**src/rtl/lifo_fifo_pkg.sv**
```systemverilog
`default_nettype none
// ============================================================================
// Module   : lifo_fifo_pkg
// Brief    : Shared opcode/mode encodings for the LIFO/FIFO buffer and its
//            initiator-side controller.
// Revision : 1.0
// ============================================================================
package lifo_fifo_pkg;

    typedef enum logic [1:0] {
        NIMIC    = 2'b00,
        PUSH     = 2'b01,
        POP      = 2'b10,
        PUSH_POP = 2'b11
    } opcode_t;

    typedef enum logic [1:0] {
        FIFO = 2'b00,
        LIFO = 2'b01
    } mode_t;

endpackage

`default_nettype wire

```
**src/rtl/lifo_fifo_ctrl.sv**
```systemverilog
`default_nettype none
// ============================================================================
// Module   : lifo_fifo_ctrl
// Brief    : Initiator for the dual-mode LIFO/FIFO buffer: turns valid/ready
//            write and read-request streams into buffer commands and returns
//            popped words on a valid/ready response port.
//            Optional macro LFC_FLAG_CHECK_EN enables the sticky flag check.
// Revision : 1.0
// ============================================================================
module lifo_fifo_ctrl
    import lifo_fifo_pkg::*;
#(
    parameter int DinLENGTH = 32,
    parameter int Depth     = 4
) (
    input  logic                 clk,
    input  logic                 reset,
    input  logic [1:0]           cfg_mode,
    input  logic                 wr_valid,
    output logic                 wr_ready,
    input  logic [DinLENGTH-1:0] wr_data,
    input  logic                 rd_req_valid,
    output logic                 rd_req_ready,
    output logic                 rd_valid,
    input  logic                 rd_ready,
    output logic [DinLENGTH-1:0] rd_data,
    output logic [1:0]           buf_mode,
    output logic [1:0]           buf_opcode,
    output logic [DinLENGTH-1:0] buf_din,
    input  logic [DinLENGTH-1:0] buf_dout,
    input  logic                 buf_full,
    input  logic                 buf_empty,
    output logic                 flag_err
);

    localparam int                 c_CNT_W    = $clog2(Depth + 1);
    localparam logic [c_CNT_W-1:0] c_FULL_CNT = c_CNT_W'(Depth);
    localparam logic [c_CNT_W-1:0] c_CNT_ONE  = c_CNT_W'(1);

    logic [c_CNT_W-1:0] r_count;
    logic               r_pend;
    mode_t              r_mode;

    logic    w_cnt_empty;
    logic    w_cnt_full;
    logic    w_rd_fire;
    logic    w_push;
    opcode_t w_opcode;

    assign w_cnt_empty  = (r_count == '0);
    assign w_cnt_full   = (r_count == c_FULL_CNT);

    // A new pop may issue while the previous word is being consumed this cycle.
    assign rd_req_ready = !w_cnt_empty && (!r_pend || rd_ready);
    assign w_rd_fire    = rd_req_valid && rd_req_ready;
    assign wr_ready     = !w_cnt_full && !w_rd_fire;
    assign w_push       = wr_valid && wr_ready;

    always_comb begin
        w_opcode = NIMIC;
        if (w_rd_fire) begin
            w_opcode = POP;
        end else if (w_push) begin
            w_opcode = PUSH;
        end
    end

    assign buf_opcode = w_opcode;
    assign buf_mode   = r_mode;
    assign buf_din    = wr_data;
    assign rd_data    = buf_dout;
    assign rd_valid   = r_pend;

    always_ff @(posedge clk) begin
        if (reset) begin
            r_count <= '0;
            r_pend  <= 1'b0;
            r_mode  <= FIFO;
        end else begin
            if (w_push) begin
                r_count <= r_count + c_CNT_ONE;
            end else if (w_rd_fire) begin
                r_count <= r_count - c_CNT_ONE;
            end

            if (w_rd_fire) begin
                r_pend <= 1'b1;
            end else if (r_pend && rd_ready) begin
                r_pend <= 1'b0;
            end

            // Mode only changes while the buffer is drained, so stored order stays coherent.
            if (w_cnt_empty && !w_push) begin
                r_mode <= mode_t'(cfg_mode);
            end
        end
    end

`ifdef LFC_FLAG_CHECK_EN
    logic [c_CNT_W-1:0] r_count_d;
    logic               r_flag_err;

    // Buffer flags are registered, so compare against the occupancy one cycle old.
    always_ff @(posedge clk) begin
        if (reset) begin
            r_count_d  <= '0;
            r_flag_err <= 1'b0;
        end else begin
            r_count_d <= r_count;
            if ((buf_empty != (r_count_d == '0)) ||
                (buf_full  != (r_count_d == c_FULL_CNT))) begin
                r_flag_err <= 1'b1;
            end
        end
    end

    assign flag_err = r_flag_err;
`else
    logic w_unused_flags;
    assign w_unused_flags = buf_full ^ buf_empty;
    assign flag_err       = 1'b0;
`endif

endmodule

`default_nettype wire

```
**config.mk**
```make
export PLATFORM = sky130hd
export DESIGN_NAME = lifo_fifo_ctrl
export DESIGN_NICKNAME = d
export VERILOG_FILES = /design/src/rtl/lifo_fifo_pkg.sv /design/src/rtl/lifo_fifo_ctrl.sv
export SDC_FILE = /design/constraint.sdc
export NUM_CORES = 1
export LEC_CHECK = 0
export ABC_AREA = 1
export CORE_MARGIN = 2
export CORE_UTILIZATION = 23
export DETAILED_ROUTE_END_ITERATION = 10
export PLACE_DENSITY = 0.87
export SLEW_MARGIN = 20
export SYNTH_ARGS = -nofsm -noshare
export SYNTH_HDL_FRONTEND = slang
export SYNTH_SLANG_ARGS = --single-unit
```
**constraint.sdc**
```tcl
create_clock -name clk -period 2.45 [get_ports clk]
set_input_delay 0.6125 -clock clk [delete_from_list [all_inputs] [get_ports clk]]
set_output_delay 0.6125 -clock clk [all_outputs]
set_load 0.05 [all_outputs]
```
; ---- After elaboration in Yosys (flattened, before gate mapping)
; Index checks and enable logic that the tools add are counted.
[op_classes]
n_addsub = 2
eq_ne = 1
muxes = 6
n_reduce_logical = 15
[ops]
columns = op, count
row1 = 1-bit logical AND, 6
row2 = 3-bit two-way mux, 2
row3 = 1-bit zero test, 5
row4 = 2-bit nonzero test, 2
row5 = 3-bit by 1-bit adder with 3-bit output (second input constant), 1
row6 = 3-bit == test (second input constant), 1
row7 = 3-bit zero test, 1
row8 = 1-bit two-way mux, 3
row9 = 3-bit by 1-bit subtractor with 3-bit output (second input constant), 1
row10 = 2-bit two-way mux, 1
row11 = 1-bit logical OR, 1
[word_totals]
ff_bits = 6
input_bits = 73
output_inout_bits = 72
wordCells = 27

; ---- Longest topological paths before layout
[depth]
word_depth = 9
depth_mapped = 10
ltp_nobuf = 10

; ---- Least setup slack after synthesis
; OpenSTA, ideal clock, no wires.
[synth_path]
kind = input to output
startpoint = in rd_ready
endpoint = out rd_req_ready
arrival_time_ps = 1428
required_ps = 1837
slack_ps = 410
stages = 2
path_buffers = 0
path_cell_list = inv_1 -> a21oi_1
[synth_via]
elab_chain_cells = 2
[synth_lines]
columns = item, line_no
row1 = from (decl), lifo_fifo_ctrl.sv:25  ; input logic rd_ready,
row2 = 1-bit logical OR, lifo_fifo_ctrl.sv:54  ; assign rd_req_ready = !w_cnt_empty && (!r_pend || rd_ready);
row3 = 1-bit logical AND, lifo_fifo_ctrl.sv:54
row4 = to (decl), lifo_fifo_ctrl.sv:23  ; output logic rd_req_ready,
; No other way between the ends.

; ---- Worst setup path in the final report
[layout_path]
startpoint = in rd_ready
endpoint = out buf_opcode[0]
[layout_via]
elab_chain_cells = 8
[layout_lines]
columns = item, line_no
row1 = 1-bit logical OR (*), lifo_fifo_ctrl.sv:54
row2 = 1-bit logical AND (*), lifo_fifo_ctrl.sv:54
row3 = 1-bit logical AND (*), lifo_fifo_ctrl.sv:55  ; assign w_rd_fire = rd_req_valid && rd_req_ready;
row4 = 1-bit zero test, lifo_fifo_ctrl.sv:56  ; assign wr_ready = !w_cnt_full && !w_rd_fire;
row5 = 1-bit logical AND, lifo_fifo_ctrl.sv:56
row6 = 1-bit logical AND, lifo_fifo_ctrl.sv:57  ; assign w_push = wr_valid && wr_ready;
row7 = 1-bit two-way mux, lifo_fifo_ctrl.sv:63  ; end else if (w_push) begin
row8 = 2-bit two-way mux (*), lifo_fifo_ctrl.sv:61  ; if (w_rd_fire) begin
row9 = to (decl), lifo_fifo_ctrl.sv:28  ; output logic [1:0] buf_opcode,
; Mark *: on every way between the ends. The rest lies on a longest branch, timed or not.

==> impl_metrics.csv <==
group,metric,value,unit
run_status,outcome,"completed",
yosys,async_reset_ff_share,0,%
clock_network,cts.sinks,6,
route,vias,398,
final_layout,num-fill-cells,380,
global_routing,gr-total-overflow,0,
run,maxCapViolations,0,
hold_path,hp-class,"flip-flop to flip-flop",
placed_design,io_buffers,13,
yosys,synth.distinct_cells,16,
power,ir_drop,0.1981,mV
power,p_int,507.1,uW
floorplan,initial_core_util,24.65,%
final_layout,diodes,0,
sta,relSlewSlack,66.51,%
power,p_clk_share,8.6,%
setup_path,reg2reg_from,"r_count[1]",
yosys,synth-simple-area-share,16.05,%
yosys,synthAdderAreaFrac,2.377,%
final_layout,areaGrowthSynthToFinish,-29.12,%
yosys,synth.area.mux_share,0,%
setup_path,worst-endpoint-arrival,1.71,ns
setup_path,cp-startpoint,"rd_ready",
sta,worst_slack,0.1302,ns
final_layout,register_area,120.1,um^2
route,drt_iter0_markers,31,
hold_path,hp-start,"buf_mode[1]",
sta,fmax,431.1,MHz
clock_network,cts_tree,"yes",
clock_network,cts_setup_buffers,0,
sta,final-setup-viol-count,0,
global_routing,antenna_found_initial,0,
yosys,synthFlopType,"dfxtp_1",
placed_design,place.gp.congestion,0.7592,
route,via_per_inst,3.651,
sta,fin_crit,2.320,ns
final_layout,final_nets,139,
yosys,yosys.area.top_type,"buf_4",
setup_path,crit_path_start_kind,"primary input",
yosys,synth_area_leaders,"buf_4, dfxtp_1, nand3_4",
yosys,syn-num-nets,187,
yosys,synth_compound_area_share,4.012,%
route,remaining_drc_errors,0,
floorplan,rows,21,
global_routing,grt_use_total,5.541,%
route,wire_per_inst,10.73,um
clock_network,clockRootBuffer,"clkbuf_4",
sta,period_share,94.68,%
clock_network,max-clock-path-buffers,2,
floorplan,dieArea,4161,um^2
yosys,ys_seq_area_share,14.26,%
clock_network,cts_max_level,1,
setup_path,cp_max_fo,7,
floorplan,die_w,64.51,um
clock_network,cts-resized-gates,0,
yosys,ys_warn_count,0,
clock_network,clk_latency,0.24,ns
yosys,netlist.area_leader.share,58.84,%
floorplan,core_area,3416,um^2
yosys,yosysMostFrequentCell,"buf_4",
setup_path,worstPathRequired,1.84,ns
setup_path,endpoint_kind,"output pin",
sta,setup-tns-final,0,ns
floorplan,ios,145,
yosys,synthCells,113,
final_layout,drive_gt1_share,25.40,%
power,combPwrFrac,74.1,%
yosys,synth_top_family_by_area,"buffers and inverters",
power,power_switching,530.0,uW
sta,final_max_slew_viol_count,0,
yosys,syn_area,842.1,um^2
route,dr.pass1.iters,2,
sta,hold_viol_final,0,
global_routing,grt_start_max_net_pins,8,
route,drt-total-wl,1170,um
final_layout,multi_input_area,192.7,um^2
yosys,synth_edf_count,0,
sta,rsz0062_at_grt,"no",
placed_design,place_hpwl,911.2,um
yosys,ys_ff_latch,6,
global_routing,grt_pass1_vias,393,
route,ant_nets,0,
global_routing,grt_pass1_wl,1704,um
clock_network,clk_pin_slew_worst_paths,0.04,ns
yosys,postSynthAreaPerCell,7.452,um^2
power,p_leak,0.2618,nW
placed_design,pre_cts_slack,0.1170,ns
setup_path,path_class,"primary input to output pin",
power,powerDensity,1738,nW/um^2
floorplan,fp.dieH,64.51,um
yosys,synthXorXnorAreaFrac,0,%
clock_network,numCtsBuffers,3,
power,sequentialPowerShare,17.3,%
clock_network,cts_hold_buf,0,
power,p_sw_share,51.10,%
final_layout,post-route-util,17.47,%
sta,finalClockSkew,0.007343,ns
sta,worstMarginPinSlew,0.5008,ns
yosys,synth_common_cells,"buf_4, inv_1, nand2_1, nor2_1, dfxtp_1",
[metrics by stage]
step / total power [mW] / hold WS, ns / std cells / cell area (um^2)
floorplan: 0.9558 / 0.5134 / 113 / 842.1
global placement: 0.9415 / 0.4720 / 106 / 574.3
detailed placement: 0.9503 / 0.4764 / 106 / 574.3
CTS: 1.046 / 0.4894 / 109 / 596.8
global route: 1.099 / 0.5089 / 109 / 596.8
finish: 1.037 / 0.4864 / 109 / 596.8
[sequential cells by signal, summed over array words and instances (netlist names)]
signal	cells
buf_mode	2
r_count	3
rd_valid	1
[placed cells by master (no fill, tap or decap)]
cell and n:
nand2_2 4, buf_12 4, clkdlybuf4s50_1 9, dfxtp_1 6
nor2_1 7, inv_2 1, conb_1 1, inv_1 8
nand3_4 2, clkbuf_4 3, fa_1 1, nand2_1 7
a21oi_1 3, nand3_1 2, a21oi_2 1, o21ai_0 2
nor2_2 1, nand4_1 1
[kinds of logic (layout without fill, tap and decap cells)]
group | Yosys count | in the layout
compound gates | 6 | 6
buf+inv | 75 | 25
other cells | 1 | 1
simple gates | 24 | 24
flops | 6 | 6
fa+ha+maj | 1 | 1
[power groups by stage]
stage / logic, mW / clock network [mW] / registers [mW]
3_3_place_gp: 0.763 / 0 / 0.178
5_1_grt: 0.814 / 0.0989 / 0.186
2_1_floorplan: 0.708 / 0 / 0.248
6_report: 0.769 / 0.0890 / 0.179
4_1_cts: 0.775 / 0.0915 / 0.179
3_5_place_dp: 0.770 / 0 / 0.181
[path summary, 6_finish.rpt]
path	endpoint	slack [ns]	depth (start not counted)
setup reg to reg	r_count[2]	0.80	9
hold reg to reg	buf_mode[1]	0.49	2
hold / removal	buf_mode[1]	0.49	2
setup / recovery	buf_opcode[0]	0.13	7
[layout make-up]
type                            count  share of cell area [%]
Multi-Input combinational cell     32                   32.29
Sequential cell                     6                   20.13
Inverter                            9                   5.660
Timing Repair Buffer               13                   28.51
Tap cell                           46                   9.644
Clock buffer                        3                   3.774
[metal layers]
metal | vias up | wire (um) | GRT usage [%] | share of wire [%]
met4 | 0 | 183 | 11.44 | 16
met3 | 28 | 178 | 2.778 | 15
met2 | 32 | 463 | 7.161 | 40
li1 | 178 | - | - | -
met5 | - | 0 | 0 | 0
met1 | 160 | 345 | 3.996 | 29
[critical path: stages]
cell	delay [ns]
clkdlybuf4s50_1	0.45
inv_1	0.05
nand2_1	0.11
nand3_4	0.14
nand3_4	0.12
inv_1	0.08
buf_12	0.15
(Power assumes the default switching activity.)
